**config.mk**
```make
export PLATFORM = sky130hd
export DESIGN_NAME = ffa_req_arbiter
export DESIGN_NICKNAME = d
export VERILOG_FILES = /design/src/rtl/ffa_pkg.sv /design/src/rtl/ffa_rsp_fifo.sv /design/src/rtl/ffa_req_arbiter.sv
export SDC_FILE = /design/constraint.sdc
export NUM_CORES = 1
export LEC_CHECK = 0
export CORE_ASPECT_RATIO = 0.5
export CORE_MARGIN = 3
export CORE_UTILIZATION = 40
export CTS_CLUSTER_SIZE = 16
export DETAILED_ROUTE_END_ITERATION = 10
export PLACE_DENSITY = 0.74
export SLEW_MARGIN = 20
export SYNTH_ARGS = -nofsm -noshare
export SYNTH_HDL_FRONTEND = slang
export SYNTH_SLANG_ARGS = --single-unit
```
**constraint.sdc**
```tcl
create_clock -name clk -period 2.4 [get_ports clk]
set_clock_uncertainty 0.15 [all_clocks]
set_input_delay 0.24 -clock clk [delete_from_list [all_inputs] [get_ports clk]]
set_output_delay 0.24 -clock clk [all_outputs]
set_load 0.03 [all_outputs]
```
**src/rtl/ffa_pkg.sv**
```systemverilog
// Shared widths and grant encoding for the flip-flop-array request front-end.
package ffa_pkg;

    localparam int FFA_DATA_W = 8;
    localparam int FFA_ADDR_W = 3;

    typedef enum logic {
        GNT_WR = 1'b0,
        GNT_RD = 1'b1
    } ffa_grant_e;

endpackage

```
**src/rtl/ffa_rsp_fifo.sv**
```systemverilog
// Read-response queue: small FIFO with a combinational head, push/pop allowed together at any count.
module ffa_rsp_fifo
    import ffa_pkg::*;
#(
    parameter int DATA_W    = FFA_DATA_W,
    parameter int RSP_DEPTH = 4
) (
    input  logic                       clk,
    input  logic                       resetn,
    input  logic                       push,
    input  logic [DATA_W-1:0]          push_data,
    input  logic                       pop,
    output logic [DATA_W-1:0]          pop_data,
    output logic [$clog2(RSP_DEPTH):0] count,
    output logic                       empty,
    output logic                       full
);

    localparam int AW = $clog2(RSP_DEPTH);

    logic [DATA_W-1:0] entry_q [RSP_DEPTH];
    logic [AW-1:0]     wr_ptr_reg;
    logic [AW-1:0]     rd_ptr_reg;
    logic [AW:0]       count_reg;

    // Entries are reset so the head reads as zero out of reset.
    generate
        for (genvar gi = 0; gi < RSP_DEPTH; gi++) begin : g_entry
            logic [DATA_W-1:0] entry_reg;

            always_ff @(posedge clk or negedge resetn) begin
                if (!resetn) begin
                    entry_reg <= '0;
                end else if (push && (wr_ptr_reg == AW'(gi))) begin
                    entry_reg <= push_data;
                end
            end

            assign entry_q[gi] = entry_reg;
        end
    endgenerate

    always_ff @(posedge clk or negedge resetn) begin
        if (!resetn) begin
            wr_ptr_reg <= '0;
            rd_ptr_reg <= '0;
            count_reg  <= '0;
        end else begin
            if (push) begin
                wr_ptr_reg <= wr_ptr_reg + AW'(1);
            end
            if (pop) begin
                rd_ptr_reg <= rd_ptr_reg + AW'(1);
            end
            case ({push, pop})
                2'b10:   count_reg <= count_reg + (AW+1)'(1);
                2'b01:   count_reg <= count_reg - (AW+1)'(1);
                default: count_reg <= count_reg;
            endcase
        end
    end

    assign pop_data = entry_q[rd_ptr_reg];
    assign count    = count_reg;
    assign empty    = (count_reg == '0);
    assign full     = (count_reg == (AW+1)'(RSP_DEPTH));

endmodule

```
**src/rtl/ffa_req_arbiter.sv**
```systemverilog
// Serialises write/read requests onto the flip-flop array and queues read data.
// FFA_ARB_RR_EN selects round-robin arbitration; otherwise writes have fixed priority.
module ffa_req_arbiter
    import ffa_pkg::*;
#(
    parameter int DATA_W    = FFA_DATA_W,
    parameter int ADDR_W    = FFA_ADDR_W,
    parameter int RSP_DEPTH = 4
) (
    input  logic              clk,
    input  logic              resetn,

    input  logic              wreq_valid,
    output logic              wreq_ready,
    input  logic [ADDR_W-1:0] wreq_addr,
    input  logic [DATA_W-1:0] wreq_data,

    input  logic              rreq_valid,
    output logic              rreq_ready,
    input  logic [ADDR_W-1:0] rreq_addr,

    output logic              rrsp_valid,
    input  logic              rrsp_ready,
    output logic [DATA_W-1:0] rrsp_data,

    output logic [DATA_W-1:0] arr_din,
    output logic [ADDR_W-1:0] arr_addr,
    output logic              arr_wr,
    output logic              arr_rd,
    input  logic [DATA_W-1:0] arr_dout,
    input  logic              arr_error,

    output logic              err_sticky
);

    localparam int CW = $clog2(RSP_DEPTH) + 1;

    logic [DATA_W-1:0] arr_din_reg;
    logic [ADDR_W-1:0] arr_addr_reg;
    logic              arr_wr_reg;
    logic              arr_rd_reg;     // this is the s1 stage of the read pipeline
    logic              s2_reg;
    logic              err_sticky_reg;

    logic [CW-1:0]     q_count;
    logic              q_empty;
    logic              q_full;
    logic              q_pop;
    logic [CW:0]       credit_used;
    logic              rd_elig;
    logic              grant_wr;
    logic              grant_rd;

    // Reads already issued to the array reserve a queue slot until they are pushed.
    always_comb begin
        credit_used = (CW+1)'(q_count) + (CW+1)'(arr_rd_reg) + (CW+1)'(s2_reg);
        rd_elig     = rreq_valid && !q_full && (credit_used < (CW+1)'(RSP_DEPTH));
    end

`ifdef FFA_ARB_RR_EN
    ffa_grant_e last_grant_reg;

    always_comb begin
        grant_wr = 1'b0;
        grant_rd = 1'b0;
        if (wreq_valid && rd_elig) begin
            if (last_grant_reg == GNT_RD) begin
                grant_wr = 1'b1;
            end else begin
                grant_rd = 1'b1;
            end
        end else begin
            grant_wr = wreq_valid;
            grant_rd = rd_elig;
        end
    end

    // Starts as "read" so the first contended cycle favours the write.
    always_ff @(posedge clk or negedge resetn) begin
        if (!resetn) begin
            last_grant_reg <= GNT_RD;
        end else if (grant_wr) begin
            last_grant_reg <= GNT_WR;
        end else if (grant_rd) begin
            last_grant_reg <= GNT_RD;
        end
    end
`else
    always_comb begin
        grant_wr = wreq_valid;
        grant_rd = rd_elig && !wreq_valid;
    end
`endif

    assign wreq_ready = grant_wr;
    assign rreq_ready = grant_rd;

    // Array command register; din only changes for writes so reads leave it alone.
    always_ff @(posedge clk or negedge resetn) begin
        if (!resetn) begin
            arr_wr_reg   <= 1'b0;
            arr_rd_reg   <= 1'b0;
            arr_addr_reg <= '0;
            arr_din_reg  <= '0;
        end else begin
            arr_wr_reg <= grant_wr;
            arr_rd_reg <= grant_rd;
            if (grant_wr) begin
                arr_addr_reg <= wreq_addr;
                arr_din_reg  <= wreq_data;
            end else if (grant_rd) begin
                arr_addr_reg <= rreq_addr;
            end
        end
    end

    always_ff @(posedge clk or negedge resetn) begin
        if (!resetn) begin
            s2_reg         <= 1'b0;
            err_sticky_reg <= 1'b0;
        end else begin
            s2_reg <= arr_rd_reg;
            if (arr_error) begin
                err_sticky_reg <= 1'b1;
            end
        end
    end

    assign q_pop = !q_empty && rrsp_ready;

    ffa_rsp_fifo #(
        .DATA_W    (DATA_W),
        .RSP_DEPTH (RSP_DEPTH)
    ) u_rsp_fifo (
        .clk       (clk),
        .resetn    (resetn),
        .push      (s2_reg),
        .push_data (arr_dout),
        .pop       (q_pop),
        .pop_data  (rrsp_data),
        .count     (q_count),
        .empty     (q_empty),
        .full      (q_full)
    );

    assign rrsp_valid = !q_empty;
    assign arr_din    = arr_din_reg;
    assign arr_addr   = arr_addr_reg;
    assign arr_wr     = arr_wr_reg;
    assign arr_rd     = arr_rd_reg;
    assign err_sticky = err_sticky_reg;

endmodule

```
### Word-level counts from Yosys, hierarchy flattened

Index checks and enable logic that the tools add are counted.

* reduce and logical (&&, ||, !) cells: 15
* multiplexer cells: 6
* add/subtract/negate cells: 6
* $lt $le $gt $ge: 2
* eq/ne operators: 6
* bitwise gates (word level): 1

Operators with widths (number)
* binary-select mux 8 bit (select 2 bit): 1
* 2-to-1 mux 8 bit: 2
* logical AND 1 bit: 8
* equality test 2 bit, second input constant: 3
* 2-to-1 mux 3 bit: 2
* one-hot mux 3 bit (2 select lines): 1
* adder 2 x 1 -> 2 bit, second input constant: 2
* adder 3 x 1 -> 4 bit: 1
* adder 4 x 1 -> 4 bit: 1
* equality test 2 x 1 -> 1 bit, second input constant: 2
* less-than comparator 4 x 3 -> 1 bit, second input constant: 1
* nonzero test 2 bit: 2
* adder 3 x 1 -> 3 bit, second input constant: 1
* equality test 3 bit, second input constant: 1
* greater-or-equal comparator 3 bit, second input constant: 1
* logical NOT 1 bit: 3
* logical NOT 3 bit: 1
* NOT 2 -> 3 bit: 1
* subtractor 3 x 1 -> 3 bit, second input constant: 1
* logical NOT 2 bit: 1

* logic and storage cells: 49
* output and inout port bits: 25
* bits in registers: 54
* input bits: 28

### Longest topological paths before layout

* word-level depth: 7
* gate-level depth with buffers: 8
* gate-level depth less buffers: 7

### Hierarchy

A second synthesis with hierarchy kept.

* cells, all modules: 163
* area, all modules: 2423.6 um^2

By module, submodules not included
* ffa_rsp_fifo: area each 1760.4 um^2, cells each 111, seq. area each 975.9 um^2, times used 1
* ffa_req_arbiter: area each 663.1 um^2, cells each 52, seq. area each 375.4 um^2, times used 1

### Least setup slack after synthesis

OpenSTA, ideal clock, no wires.

* path kind: reg-to-output
* start point: register u_rsp_fifo.count_reg[0] (netlist: u_rsp_fifo.count[0])
* end point: output port rreq_ready
* setup slack: 108 ps
* buffers on the path: 0
* stages on the path, launching flop included: 4
* arrival: 1902 ps
* data required time: 2010 ps
* cell sequence: dfrtp_1 ha_1 and3_1 nor4_1

* cells in the longest elaborated chain, start to end: 5
* elaborated cells on any way between the ends: 8
* those cells by class: 2 x add/sub; 1 x order compare; 1 x eq/ne; 4 x reduce/logical

RTL lines
* start, declared: RTL line ffa_rsp_fifo.sv:24 `logic [AW:0] count_reg;`
* start signal, assigned: RTL line ffa_rsp_fifo.sv:56 `2'b10: count_reg <= count_reg + (AW+1)'(1);`
* start signal, assigned: RTL line ffa_rsp_fifo.sv:57 `2'b01: count_reg <= count_reg - (AW+1)'(1);`
* start signal, assigned: RTL line ffa_rsp_fifo.sv:58 `default: count_reg <= count_reg;`
* adder 3 x 1 -> 4 bit or equality test 3 bit (tied branches): RTL line ffa_req_arbiter.sv:56, ffa_rsp_fifo.sv:66
* adder 4 x 1 -> 4 bit or logical NOT 1 bit (tied branches): RTL line ffa_req_arbiter.sv:56, ffa_req_arbiter.sv:57
* less-than comparator 4 x 3 -> 1 bit or logical AND 1 bit (tied branches): RTL line ffa_req_arbiter.sv:57 `rd_elig = rreq_valid && !q_full && (credit_used < (CW+1)'(RSP_DEPTH));`
* logical AND 1 bit *: RTL line ffa_req_arbiter.sv:57
* logical AND 1 bit *: RTL line ffa_req_arbiter.sv:91 `grant_rd = rd_elig && !wreq_valid;`
* end, declared: RTL line ffa_req_arbiter.sv:19 `output logic rreq_ready,`

Every way passes the cells marked *; elsewhere a longest branch is shown, timed or not.

### Final worst setup path

* start point: register u_rsp_fifo.rd_ptr_reg[0]
* end point: output port rrsp_data[7]

* cells in the longest elaborated chain, start to end: 4

RTL lines
* start, declared: RTL line ffa_rsp_fifo.sv:23 `logic [AW-1:0] rd_ptr_reg;`
* start signal, assigned: RTL line ffa_rsp_fifo.sv:53 `rd_ptr_reg <= rd_ptr_reg + AW'(1);`
* NOT 2 -> 3 bit (implied by the code): RTL line ffa_rsp_fifo.sv:63 `assign pop_data = entry_q[rd_ptr_reg];`
* binary-select mux 8 bit (select 2 bit): RTL line ffa_rsp_fifo.sv:63
* 2-to-1 mux 8 bit (implied by the code) (2 in a row): RTL line ffa_rsp_fifo.sv:63
* end, declared: RTL line ffa_req_arbiter.sv:24 `output logic [DATA_W-1:0] rrsp_data,`

Every way passes these cells. The select of a mux whose other input is x is not followed.

==> impl_metrics.json <==
{
  "status": "finished clean",
  "nNetsFinal": 253,
  "antenna_cells": 0,
  "netlist-cell-type-count": 29,
  "cp.arrival_ns": 1.94,
  "worst-path-max-fanout": 4,
  "yosys.area.top_type": "dfrtp_1",
  "dp_cells": 283,
  "final_util_pct": 56.0,
  "wl_mm": 4.60,
  "dr_total_vias": 1459,
  "final_common_cell": "dfrtp_1",
  "place_congestion": 0.756,
  "insertion_delay_ns": 0.28,
  "rows": 19,
  "clock_sinks": 54,
  "die_x_um": 115,
  "firstDrtPassIters": 4,
  "io_buffers": 52,
  "finalSetupViolCount": 0,
  "ios": 53,
  "fin_tns_setup_ns": 0,
  "synth_area_mm2": 0.00239,
  "yosysWarningCount": 0,
  "power_leakage_nw": 1.32,
  "coreArea_mm2": 0.00563,
  "dr.first_iter.drc_count": 27,
  "slew_headroom_pct": 64.6,
  "synth_area_per_cell_um2": 15.2,
  "postCtsSetupRepairBufs": 0,
  "antenna_found_initial": 0,
  "stdcell_count": 292,
  "yosysSeqAreaShare_pct": 56.4,
  "synth.ff_latch_count": 54,
  "startpoint_type": "flop",
  "via_per_inst": 5.00,
  "wire_per_inst_um": 15.7,
  "worstReg2RegStart": "u_rsp_fifo.count[1]$_DFFE_PN0P_",
  "vdd_drop_max_v": 0.000448,
  "hold_violations": 0,
  "fill_cells": 473,
  "hold_path_depth": 0,
  "cp.required_ns": 2.01,
  "die_area_mm2": 0.00701,
  "fin_crit_sh_pct": 97.2,
  "hold_path_end": "s2_reg$_DFF_PN0_",
  "die_y_um": 60.7,
  "hold_path.class": "flop to flop",
  "synth_top_area_share_pct": 56.4,
  "cts_root_buffer": "clkbuf_16",
  "worstMarginPinSlew_ns": 0.530,
  "final_cell_mix": "dfrtp_1 (54), clkdlybuf4s50_1 (50), mux2_2 (40)",
  "fin_crit_ns": 2.33,
  "critPathKind": "flop to output pin",
  "grt_pass1_wl_mm": 7.82,
  "pre_cts_ws_ns": 0.186,
  "drc": 0,
  "reg2reg_setup_slack_ns": 0.42,
  "synth.top_cells.by_area": "dfrtp_1 (56%), mux2_2 (19%), mux4_2 (7.5%)",
  "syn-num-nets": 193,
  "grt_max_degree": 25,
  "dp_hpwl_mm": 3.43,
  "initial_core_util_pct": 42.5,
  "slew_viol_final": 0,
  "grt.overflow.total": 0,
  "cts_tree": "yes",
  "clk_path_buf_depth": 2,
  "drive_above_1_share_pct": 31.5,
  "htreeDepth": 2,
  "powerDensity_mw_per_mm2": 1250,
  "ant_nets": 0,
  "fmax_mhz": 429,
  "clkTransAtPathRegs_ns": 0.07,
  "first_global_vias": 1612,
  "r2r-end": "u_rsp_fifo.count[2]$_DFFE_PN0P_",
  "track_usage_pct": 14.6,
  "syn_to_final_growth_pct": 31.8,
  "cts_made_buffers": 5,
  "end_kind": "output pin",
  "hold_ws_ns": 0.280,
  "maxCapViolCount": 0,
  "r2r_cells": 7,
  "min_from": "arr_rd$_DFF_PN0_",
  "largest_reg_flops": 32,
  "syn-instance-count": 158,
  "fin_ws_ns": 0.0669
}
[power by group]
part	internal, mW	switching [mW]
Clock	0.387	0.304
Combinational	0.937	0.786
Sequential	1.28	0.249
[logic make-up after synthesis]
family | share of synthesized area [%]
flip-flops | 56.4
multiplexers | 26.8
AND/OR/NAND/NOR | 4.49
buffers and inverters | 2.93
AO/OA/AOI/OAI | 3.24
adder cells (fa/ha/maj) | 3.97
XOR/XNOR | 2.19
[critical path: stages (launching register included)]
cell	delay [ns]
dfrtp_1	0.37
buf_4	0.17
mux4_2	0.50
clkdlybuf4s50_1	0.61
[synth_stat cells (all sizes together)]
library cell	count
xor2	4
mux2	40
clkbuf	1
nor2	1
dfrtp	54
and3	1
nor2b	4
fa	1
o31a	1
a41oi	3
nand3	1
nor4	1
and2	1
ha	6
nand2b	1
o31ai	3
xnor2	2
a21oi	3
inv	6
mux2i	1
o21ai	1
or2	1
buf	5
mux4	8
nand2	7
or3	1
[layer usage]
metal	vias to the layer above	routed length, µm	global-route usage (%)
li1	687	-	-
met5	-	0	0
met1	734	2040	19.1
met2	31	2320	24.7
met3	7	179	3.49
met4	0	58	4.52
[timing repair]
item / CTS / global route
hold buffers: 1 / 0
hold endpoints to repair: 22 / 0
resized for setup: 0 / 1
endpoints found under the setup margin: 0 / 1
[per-stage QoR]
step | power [mW] | cell area [µm²]
CTS | 4.01 | 3150
global placement | 3.23 | 3000
detailed placement | 3.29 | 3000
finish | 3.94 | 3160
floorplan | 2.68 | 2390
global route | 4.21 | 3160
[how the worst max path moves through the flow]
stage	start	to	slack (ns)
after CTS	s2_reg$_DFF_PN0_	rreq_ready	0.009
after floorplan	u_rsp_fifo.count[0]$_DFFE_PN0P_	rreq_ready	0.11
after global routing	s2_reg$_DFF_PN0_	rreq_ready	-0.02
after detailed placement	rrsp_ready	u_rsp_fifo.count[2]$_DFFE_PN0P_	0.19
after global placement	rrsp_ready	u_rsp_fifo.count[2]$_DFFE_PN0P_	0.28
final	u_rsp_fifo.rd_ptr_reg[0]$_DFFE_PN0P_	rrsp_data[7]	0.07
[final cells by class]
type / instances / area, µm² / area share, %
repair buffers: 59 / 568 / 18.0
clock buffers: 6 / 129 / 4.08
flip-flops and latches: 54 / 1350 / 42.8
multi-input cells: 92 / 980 / 31.0
well taps: 73 / 91.3 / 2.89
clock inverters: 2 / 13.8 / 0.436
inverters: 6 / 22.5 / 0.714
Power figures use the tool's default switching activity.
